File: src/rtl/hex_msg_pkg.sv
// Shared definitions for the HEX message scheduler: glyph codes, message
// ids, FSM state type and the message ROM (glyph lookup, length, static word).
package hex_msg_pkg;

  localparam logic [3:0] GLYPH_P     = 4'd0;
  localparam logic [3:0] GLYPH_L     = 4'd1;
  localparam logic [3:0] GLYPH_A     = 4'd2;
  localparam logic [3:0] GLYPH_Y     = 4'd3;
  localparam logic [3:0] GLYPH_N     = 4'd4;
  localparam logic [3:0] GLYPH_O     = 4'd5;
  localparam logic [3:0] GLYPH_T     = 4'd6;
  localparam logic [3:0] GLYPH_E     = 4'd7;
  localparam logic [3:0] GLYPH_BLANK = 4'd8;
  localparam logic [3:0] GLYPH_D     = 4'd9;

  localparam logic [15:0] BLANK4 = {4{GLYPH_BLANK}};

  localparam logic [1:0] MSG_PLAY   = 2'd0;
  localparam logic [1:0] MSG_NOTE   = 2'd1;
  localparam logic [1:0] MSG_DONE   = 2'd2;
  localparam logic [1:0] MSG_SCROLL = 2'd3;

  // Blanks shifted in after the last scrolled glyph to clear the display.
  localparam int SCROLL_PAD = 4;

  typedef enum logic [1:0] {IDLE, SHOW, SCROLL} state_t;

  // Glyph at position idx of message id; anything past the end is blank.
  function automatic logic [3:0] msg_glyph(input logic [1:0] id, input logic [3:0] idx);
    logic [3:0] g;
    g = GLYPH_BLANK;
    case (id)
      MSG_PLAY: case (idx)
        4'd0: g = GLYPH_P; 4'd1: g = GLYPH_L; 4'd2: g = GLYPH_A; 4'd3: g = GLYPH_Y;
        default: g = GLYPH_BLANK;
      endcase
      MSG_NOTE: case (idx)
        4'd0: g = GLYPH_N; 4'd1: g = GLYPH_O; 4'd2: g = GLYPH_T; 4'd3: g = GLYPH_E;
        default: g = GLYPH_BLANK;
      endcase
      MSG_DONE: case (idx)
        4'd0: g = GLYPH_D; 4'd1: g = GLYPH_O; 4'd2: g = GLYPH_N; 4'd3: g = GLYPH_E;
        default: g = GLYPH_BLANK;
      endcase
      default: case (idx)
        4'd0: g = GLYPH_P; 4'd1: g = GLYPH_L; 4'd2: g = GLYPH_A; 4'd3: g = GLYPH_Y;
        4'd4: g = GLYPH_BLANK;
        4'd5: g = GLYPH_N; 4'd6: g = GLYPH_O; 4'd7: g = GLYPH_T; 4'd8: g = GLYPH_E;
        default: g = GLYPH_BLANK;
      endcase
    endcase
    return g;
  endfunction

  function automatic logic [3:0] msg_len(input logic [1:0] id);
    return (id == MSG_SCROLL) ? 4'd9 : 4'd4;
  endfunction

  // Four-glyph word for a static message, leftmost glyph in the top nibble.
  function automatic logic [15:0] msg_word(input logic [1:0] id);
    return {msg_glyph(id, 4'd0), msg_glyph(id, 4'd1), msg_glyph(id, 4'd2), msg_glyph(id, 4'd3)};
  endfunction

endpackage

File: src/rtl/hex_msg_scheduler_tick_gen.sv
// Free-running display-tick prescaler.
//   clk, rst : clock, async active-high reset
//   clr      : restart count from 0 (wins over wrap)
//   tick     : high for one cycle when count == TICK_DIV-1
module tick_gen #(
  parameter int TICK_DIV = 12_500_000
) (
  input  logic clk,
  input  logic rst,
  input  logic clr,
  output logic tick
);
  localparam int CW = (TICK_DIV > 2) ? $clog2(TICK_DIV) : 1;

  logic [CW-1:0] cnt;

  assign tick = (cnt == CW'(TICK_DIV - 1));

  always_ff @(posedge clk or posedge rst) begin
    if (rst)       cnt <= '0;
    else if (clr)  cnt <= '0;
    else if (tick) cnt <= '0;
    else           cnt <= cnt + 1'b1;
  end
endmodule

File: src/rtl/hex_msg_scheduler.sv
// Four-digit HEX message sequencer. Shows static words or scrolls a phrase
// right-to-left on a divided-down tick.
//   clk, rst       : clock, async active-high reset
//   msg_valid/id   : request, accepted when msg_valid && msg_ready
//   msg_ready      : low only while scrolling
//   digits         : glyph codes, [15:12] leftmost ... [3:0] rightmost
//   busy           : state != IDLE
//   done           : one-cycle pulse on natural return to IDLE
module hex_msg_scheduler
  import hex_msg_pkg::*;
#(
  parameter int TICK_DIV   = 12_500_000,
  parameter int HOLD_TICKS = 8
) (
  input  logic        clk,
  input  logic        rst,
  input  logic        msg_valid,
  input  logic [1:0]  msg_id,
  output logic        msg_ready,
  output logic [15:0] digits,
  output logic        busy,
  output logic        done
);
  localparam logic [3:0] SCROLL_LAST = 4'(int'(msg_len(MSG_SCROLL)) + SCROLL_PAD - 1);

  state_t      state, state_nxt;
  logic        tick, accept, hold_done, scroll_done;
  logic [31:0] hold_cnt, hold_nxt;
  logic [3:0]  scroll_cnt, scroll_nxt;
  logic [15:0] digits_nxt;

  assign accept = msg_valid && msg_ready;

  // The accept also restarts the prescaler, so a coincident tick is dropped.
  tick_gen #(.TICK_DIV(TICK_DIV)) u_tick (
    .clk  (clk),
    .rst  (rst),
    .clr  (accept),
    .tick (tick)
  );

  assign hold_done   = (HOLD_TICKS != 0) && tick && (hold_cnt == 32'(HOLD_TICKS - 1));
  assign scroll_done = tick && (scroll_cnt == SCROLL_LAST);

  // State register
  always_ff @(posedge clk or posedge rst) begin
    if (rst) state <= IDLE;
    else     state <= state_nxt;
  end

  // Next-state logic
  always_comb begin
    state_nxt = state;
    if (accept) state_nxt = (msg_id == MSG_SCROLL) ? SCROLL : SHOW;
    else case (state)
      SHOW:    if (hold_done)   state_nxt = IDLE;
      SCROLL:  if (scroll_done) state_nxt = IDLE;
      default: state_nxt = IDLE;
    endcase
  end

  // Output / datapath next values
  always_comb begin
    digits_nxt = digits;
    hold_nxt   = hold_cnt;
    scroll_nxt = scroll_cnt;
    if (accept) begin
      hold_nxt   = '0;
      scroll_nxt = '0;
      digits_nxt = (msg_id == MSG_SCROLL) ? BLANK4 : msg_word(msg_id);
    end else case (state)
      SHOW: begin
        if (hold_done) begin
          digits_nxt = BLANK4;
          hold_nxt   = '0;
        end else if (tick) begin
          hold_nxt = hold_cnt + 1'b1;
        end
      end
      SCROLL: begin
        if (tick) begin
          // Glyph lookup past the phrase end yields blank, which clears the display.
          digits_nxt = {digits[11:0], msg_glyph(MSG_SCROLL, scroll_cnt)};
          scroll_nxt = scroll_done ? 4'd0 : scroll_cnt + 1'b1;
        end
      end
      default: digits_nxt = BLANK4;
    endcase
  end

  always_ff @(posedge clk or posedge rst) begin
    if (rst) begin
      digits     <= BLANK4;
      hold_cnt   <= '0;
      scroll_cnt <= '0;
      msg_ready  <= 1'b1;
      busy       <= 1'b0;
      done       <= 1'b0;
    end else begin
      digits     <= digits_nxt;
      hold_cnt   <= hold_nxt;
      scroll_cnt <= scroll_nxt;
      msg_ready  <= (state_nxt != SCROLL);
      busy       <= (state_nxt != IDLE);
      // Replacement never passes through IDLE, so it cannot pulse done.
      done       <= (state != IDLE) && (state_nxt == IDLE);
    end
  end
endmodule

File: config.mk
export PLATFORM = sky130hd
export DESIGN_NAME = hex_msg_scheduler
export DESIGN_NICKNAME = d
export VERILOG_FILES = /design/src/rtl/hex_msg_pkg.sv /design/src/rtl/hex_msg_scheduler_tick_gen.sv /design/src/rtl/hex_msg_scheduler.sv
export SDC_FILE = /design/constraint.sdc
export NUM_CORES = 1
export LEC_CHECK = 0
export BUFFER_PORTS_ARGS = -buffer_cell sky130_fd_sc_hd__buf_2
export CAP_MARGIN = 10
export CORE_ASPECT_RATIO = 0.8
export CORE_UTILIZATION = 60
export CTS_BUF_LIST = sky130_fd_sc_hd__clkbuf_8
export DETAILED_ROUTE_END_ITERATION = 12
export GPL_ROUTABILITY_DRIVEN = 0
export HOLD_SLACK_MARGIN = 0.12
export PLACE_DENSITY = 0.75
export RECOVER_POWER = 100
export SLEW_MARGIN = 40
export SYNTH_ARGS = -nofsm -noshare
export SYNTH_HDL_FRONTEND = slang
export SYNTH_SLANG_ARGS = --single-unit
File: constraint.sdc
create_clock -name clk -period 3 [get_ports clk]
set_input_delay 0.3 -clock clk [delete_from_list [all_inputs] [get_ports clk]]
set_output_delay 0.3 -clock clk [all_outputs]
set_load 0.05 [all_outputs]
Word-level counts from Yosys, hierarchy flattened

Memory sizes are Yosys's and may differ from the RTL's.
Index checks and enable logic that the tools add are counted.

Bits in registers: 81
Bits in latches: 0
Bits in writable memories: 0
ROM bits: 64
Output and inout bits: 19
Memories: 1

$add $sub $neg: 3
$mul: 0
Div/mod/pow operators: 0
Order comparisons: 0
Eq/ne operators: 11
Shifts and indexed selects: 0
Multiplexer cells: 24
Bitwise operators: 0
Reductions and logical operators: 15

Memory list:

| memory          | depth | bits a word | read ports | clocked after Yosys merged registers in | write ports | RTL line          | RTL |
|---|---|---|---|---|---|---|---|
| (no name shown) | 16    | 4           | 1          | 0                                       | 0           | hex_msg_pkg.sv:45 | `default: case (idx)` |

Operator list:

| kind                                           | number |
|---|---|
| 2-to-1 mux 32 bit                              | 4 |
| 2-to-1 mux 16 bit                              | 4 |
| 2-to-1 mux 24 bit                              | 2 |
| adder 32 x 1 -> 32 bit, second input constant  | 1 |
| == test 32 x 3 -> 1 bit, second input constant | 1 |
| case mux 16 bit (2 select lines)               | 1 |
| adder 24 x 1 -> 24 bit, second input constant  | 1 |
| == test 24 bit, second input constant          | 1 |
| 2-to-1 mux 4 bit                               | 4 |
| nonzero test 2 bit                             | 5 |
| 2-to-1 mux 2 bit                               | 4 |
| case mux 4 bit (2 select lines)                | 1 |
| == test 2 bit, second input constant           | 3 |
| 2-to-1 mux 3 bit                               | 2 |
| != test 3 bit, second input constant           | 2 |
| case mux 3 bit (2 select lines)                | 1 |
| AND reduction 2 bit                            | 3 |
| adder 4 x 1 -> 4 bit, second input constant    | 1 |
| == test 2 x 1 -> 1 bit, second input constant  | 2 |
| == test 4 bit, second input constant           | 1 |
| logical AND 1 bit                              | 4 |
| case mux 2 bit (2 select lines)                | 1 |
| nonzero test 3 bit                             | 1 |
| logical NOT 2 bit                              | 1 |
| 2 further kinds                                | 2 |

Depth between registers and ports, before layout

Word-level depth: 7
Mapped depth: 9

Hierarchy

A second synthesis with hierarchy kept.

Cell total of the unflattened synthesis: 442
Area total of the unflattened synthesis: 4330.4 um^2

By module, submodules not included:

| module            | instances | cells an instance | area each (um^2) |
|---|---|---|---|
| hex_msg_scheduler | 1         | 309               | 3070.4 |
| tick_gen          | 1         | 133               | 1260.0 |

Worst setup path before layout

Ideal clock, no wire load.

Path type: reg2reg
Start: register hold_cnt[0]
End: register digits[1]
Setup time: 0.126 ns
Arrival time: 2.075 ns
Slack: 0.799 ns
Cell stages (with the launch flop): 8
Buffers on the path: 1
Period minus slack after synthesis: 2.201 ns
Cell sequence: dfrtp_1 -> ha_1 -> nor4b_1 -> nand4_1 -> nor4_4 -> o2bb2ai_2 -> buf_6 -> a221o_1

Word-level cells in the longest chain between the ends: 4

Ends and longest elaborated chain:

| item                                 | RTL line                 | RTL |
|---|---|---|
| from (decl)                          | hex_msg_scheduler.sv:28  | `logic [31:0] hold_cnt, hold_nxt;` |
| from (signal assigned)               | hex_msg_scheduler.sv:101 | `hold_cnt <= hold_nxt;` |
| == test 32 x 3 -> 1 bit              | hex_msg_scheduler.sv:42  | `assign hold_done = (HOLD_TICKS != 0) && tick && (hold_cnt == 32'(HOLD_TICKS - 1));` |
| logical AND 1 bit                    | hex_msg_scheduler.sv:42  |  |
| != test 3 bit (no source line)       | n/a                      |  |
| AND reduction 2 bit (no source line) | n/a                      |  |
| to (signal assigned)                 | hex_msg_scheduler.sv:100 | `digits <= digits_nxt;` |
| to (decl)                            | hex_msg_scheduler.sv:20  | `output logic [15:0] digits,` |

No other way between the ends.
A chain may end at the register's enable or synchronous reset.

Worst setup path in the final report

Start: register msg_ready
End: register hold_cnt[31]

Word-level cells in the longest chain between the ends: 3
Elaborated cells on any way between the ends: 5
Classes of those cells: 1 x mux; 4 x reduce/logical

Ends and longest elaborated chain:

| item                                                                             | RTL line                 | RTL |
|---|---|---|
| from (decl)                                                                      | hex_msg_scheduler.sv:19  | `output logic msg_ready,` |
| from (signal assigned)                                                           | hex_msg_scheduler.sv:103 | `msg_ready <= (state_nxt != SCROLL);` |
| logical AND 1 bit (*)                                                            | hex_msg_scheduler.sv:32  | `assign accept = msg_valid && msg_ready;` |
| nonzero test 3 bit (no source line) / nonzero test 2 bit (equally long branches) | n/a                      |  |
| AND reduction 2 bit (no source line)                                             | n/a                      |  |

Every way passes the cells marked *; elsewhere a longest branch is shown, timed or not.

==> run metrics <==
core area ~7600 um2; period utilisation layout approximately nine tenths; Hold Crit Class in2reg; post-synthesis cell count about 500; Critical Path AT between 2 and 3 ns; Final Hold Viols 0; Core Rows 28; Slew Viols, Final 82; Syn Nets about 530; multi-input logic area between 2000 and 2500 um2; register area roughly 2000 um2; DRC 0; final setup vio count 0; # H-tree levels 3; synthesized area 4790 um2; Die Y 81.9 um; number of synthesized flops with an enable pin 0; Final Power ~2.3 mW; Yosys top cell area share 39.7%; violated checks capacitance limit, slew limit; diodes inserted 0; DP HPWL 7430 um; synth unique cells between 60 and 70; drt initial violations approximately 250; DR vias ~4100; top cells by area, synth dfrtp_1 40%, nor2_1 4.1%, ha_1 3.4%, xnor2_1 3.1%, nand2_1 3.1%; power density over the cells about 460 nW/um2; Total GRT Usage between 20% and 30%; Final Skew 0.00924 ns; Die Wd 102 um; setup ws final ~0.3 ns; fill count around 660; MaxCap Viol Count 1; Crit path required time around 3.3 ns; biggest area consumer among synthesized cells dfrtp_1; fmax about 370 MHz; CTS root buf clkbuf_8; largest net degree at the start of global routing just over 80; leakage power approximately 2 nW; Antenna Violating Nets Remaining 0; Yosys warning count 0; Critical Path Source Type flop; Finished Core Util roughly two thirds; grt total ovfl 0; first-pass GRT wire length 18700 um; Synth Area per Inst roughly 9.4 um2; clock sinks between 80 and 90; initial cell density of the core a little over three fifths; Avg WL per Cell approximately 18 um; setup_tns 0 ns; CTS tree built; outcome finished with violations; initial antenna violation count 0; Worst-Skew Late Latency between 0.3 and 0.4 ns; Post-Route WL around 11000 um; vias per inst 6.48; Worst slew margin -33.5%; worst-margin pin slew between 2 and 2.5 ns; Worst-path clk slew approximately 0.080 ns; Max rail drop VDD roughly 0.29 mV; RSZ-0062 raised after global routing no; crit end category flop; part of the Yosys area used for sequential elements 42.5%; share of layout cells above drive strength 1 under 10%; fraction of registers with async set/reset 100%; DIE AREA between 8000 and 9000 um2; final net count between 500 and 600; layout overhead on the synthesized area 5.31%; port bufs 23; pre-CTS WS approximately 0.57 ns; Ports 24; router iterations before antenna repair 4; Yosys reg bits around 80; Synth Flop Type dfrtp_1; Final min period 2.70 ns; clock tree buffer depth 2; CTS Buf Count 9; Crit Path Category reg2reg; crit-path max FO 28; vias in the first global route about 3800
[synthesized netlist by cell type, drive strengths merged, types with 3 or more instances]
library cell  number
a22o               7
xnor2             17
o22ai              4
clkbuf            14
or4b               4
xor2               5
a31o               3
a21o               3
o211ai             3
mux2i              3
and3               9
a221o              8
or3                4
dfrtp             76
inv               30
nor3              18
a21oi             22
o31ai             19
o21ai              9
and2               4
nand2             39
a31oi              8
nand3             17
dfstp              5
ha                13
nor2              52
buf               17
a21boi             3
nand4             22
a221oi             5
and4              10
or4               10
o221ai             4
nor4              17
o32ai              3
[timing repair]
item | in CTS | in global routing
hold buffers | 1 | 0
buffers inserted | 0 | 0
resized for setup | 0 | 0
endpoints found under the hold margin | 76 | 0
[layer usage]
metal | wire length [um] | vias to the layer above | global-route usage, % | part of all wire, %
met5 | 0 | - | 0 | 0
met4 | 76 | 0 | 5.00 | 0.69
met3 | 700 | 10 | 6.72 | 6.4
met2 | 4960 | 147 | 44.7 | 45
met1 | 5290 | 1994 | 42.4 | 48
li1 | - | 1907 | - | -
[critical path, stage by stage (launching register included)]
cell and delay, ns:
dfstp_2 0.56, and2_0 0.29, clkbuf_1 1.00, a31o_2 0.50, o21ba_2 0.22
[placed cells by master, fill, tap and decap left out, types with 4 or more instances in the layout]
cell | synthesis | layout
inv_1 | 30 | 31
nand2_1 | 39 | 39
ha_1 | 13 | 13
clkbuf_1 | 14 | 21
and3_1 | 9 | 9
nand3_1 | 17 | 17
dfrtp_1 | 76 | 76
nand4_1 | 20 | 20
xnor2_1 | 17 | 17
nor2_1 | 52 | 52
or3_1 | 4 | 4
a31oi_1 | 7 | 7
clkbuf_8 | 0 | 9
a21oi_1 | 22 | 22
o22ai_1 | 4 | 4
a22o_1 | 7 | 7
a221o_1 | 8 | 8
or4b_1 | 4 | 4
xor2_1 | 5 | 5
and4_1 | 8 | 9
nor4_1 | 11 | 12
nor3_1 | 16 | 17
or4_1 | 10 | 10
a221oi_1 | 4 | 5
o21ai_0 | 9 | 9
o31ai_1 | 18 | 18
dfstp_2 | 5 | 5
o221ai_1 | 4 | 4
[through the flow]
stage	instances	cell area [um2]	hold slack, ns
global placement	609	4920	0.423
CTS	626	5110	0.328
finish	626	5040	0.339
detailed placement	609	4920	0.427
floorplan	507	4790	0.448
global route	626	5040	0.350
[area by class of cell]
cell class              count  share of cell area (%)
inverters                  30                    2.26
flip-flops and latches     81                    40.3
clock buffers               9                    2.46
well taps                 105                    2.61
repair buffers             29                    2.56
clock inverters             7                    1.27
multi-input cells         365                    48.5
[final timing paths]
path	from	to	slack, ns	cells past startpoint
setup reg to reg	msg_ready$_DFF_PP1_	hold_cnt[31]$_DFFE_PP0P_	0.30	4
max in group asynchronous	rst	scroll_cnt[1]$_DFFE_PP0P_	0.61	4
hold reg to reg	digits[15]$_DFFE_PP1P_	digits[15]$_DFFE_PP1P_	0.49	2
min in group asynchronous	rst	hold_cnt[5]$_DFFE_PP0P_	1.17	4
setup / recovery	msg_ready$_DFF_PP1_	hold_cnt[31]$_DFFE_PP0P_	0.30	4
hold / removal	msg_valid	digits[14]$_DFFE_PP0P_	0.34	3
[state kept, by name (all words and copies together) (netlist names)]
register / flops
busy: 1
digits: 16
done: 1
hold_cnt: 32
msg_ready: 1
scroll_cnt: 4
state: 2
u_tick.cnt: 24
[logic make-up after synthesis]
logic type / after synthesis / synth area share, %
DFF: 81 / 42.5
adders and majority gates: 13 / 3.40
AOI/OAI and AO/OA: 115 / 18.2
buffers and inverters: 61 / 5.83
muxes: 4 / 0.863
xor gates and xnor gates: 22 / 4.03
and+or+nand+nor: 211 / 25.2
[power by group]
group,switching (mW),internal [mW],leakage (nW),total (mW)
logic,0.229,0.0821,0.834,0.311
registers,0.0538,1.14,1.09,1.19
clock network,0.414,0.378,0.102,0.791
total,0.696,1.60,2.03,2.29
No activity file was read; power rests on OpenSTA's default activity.
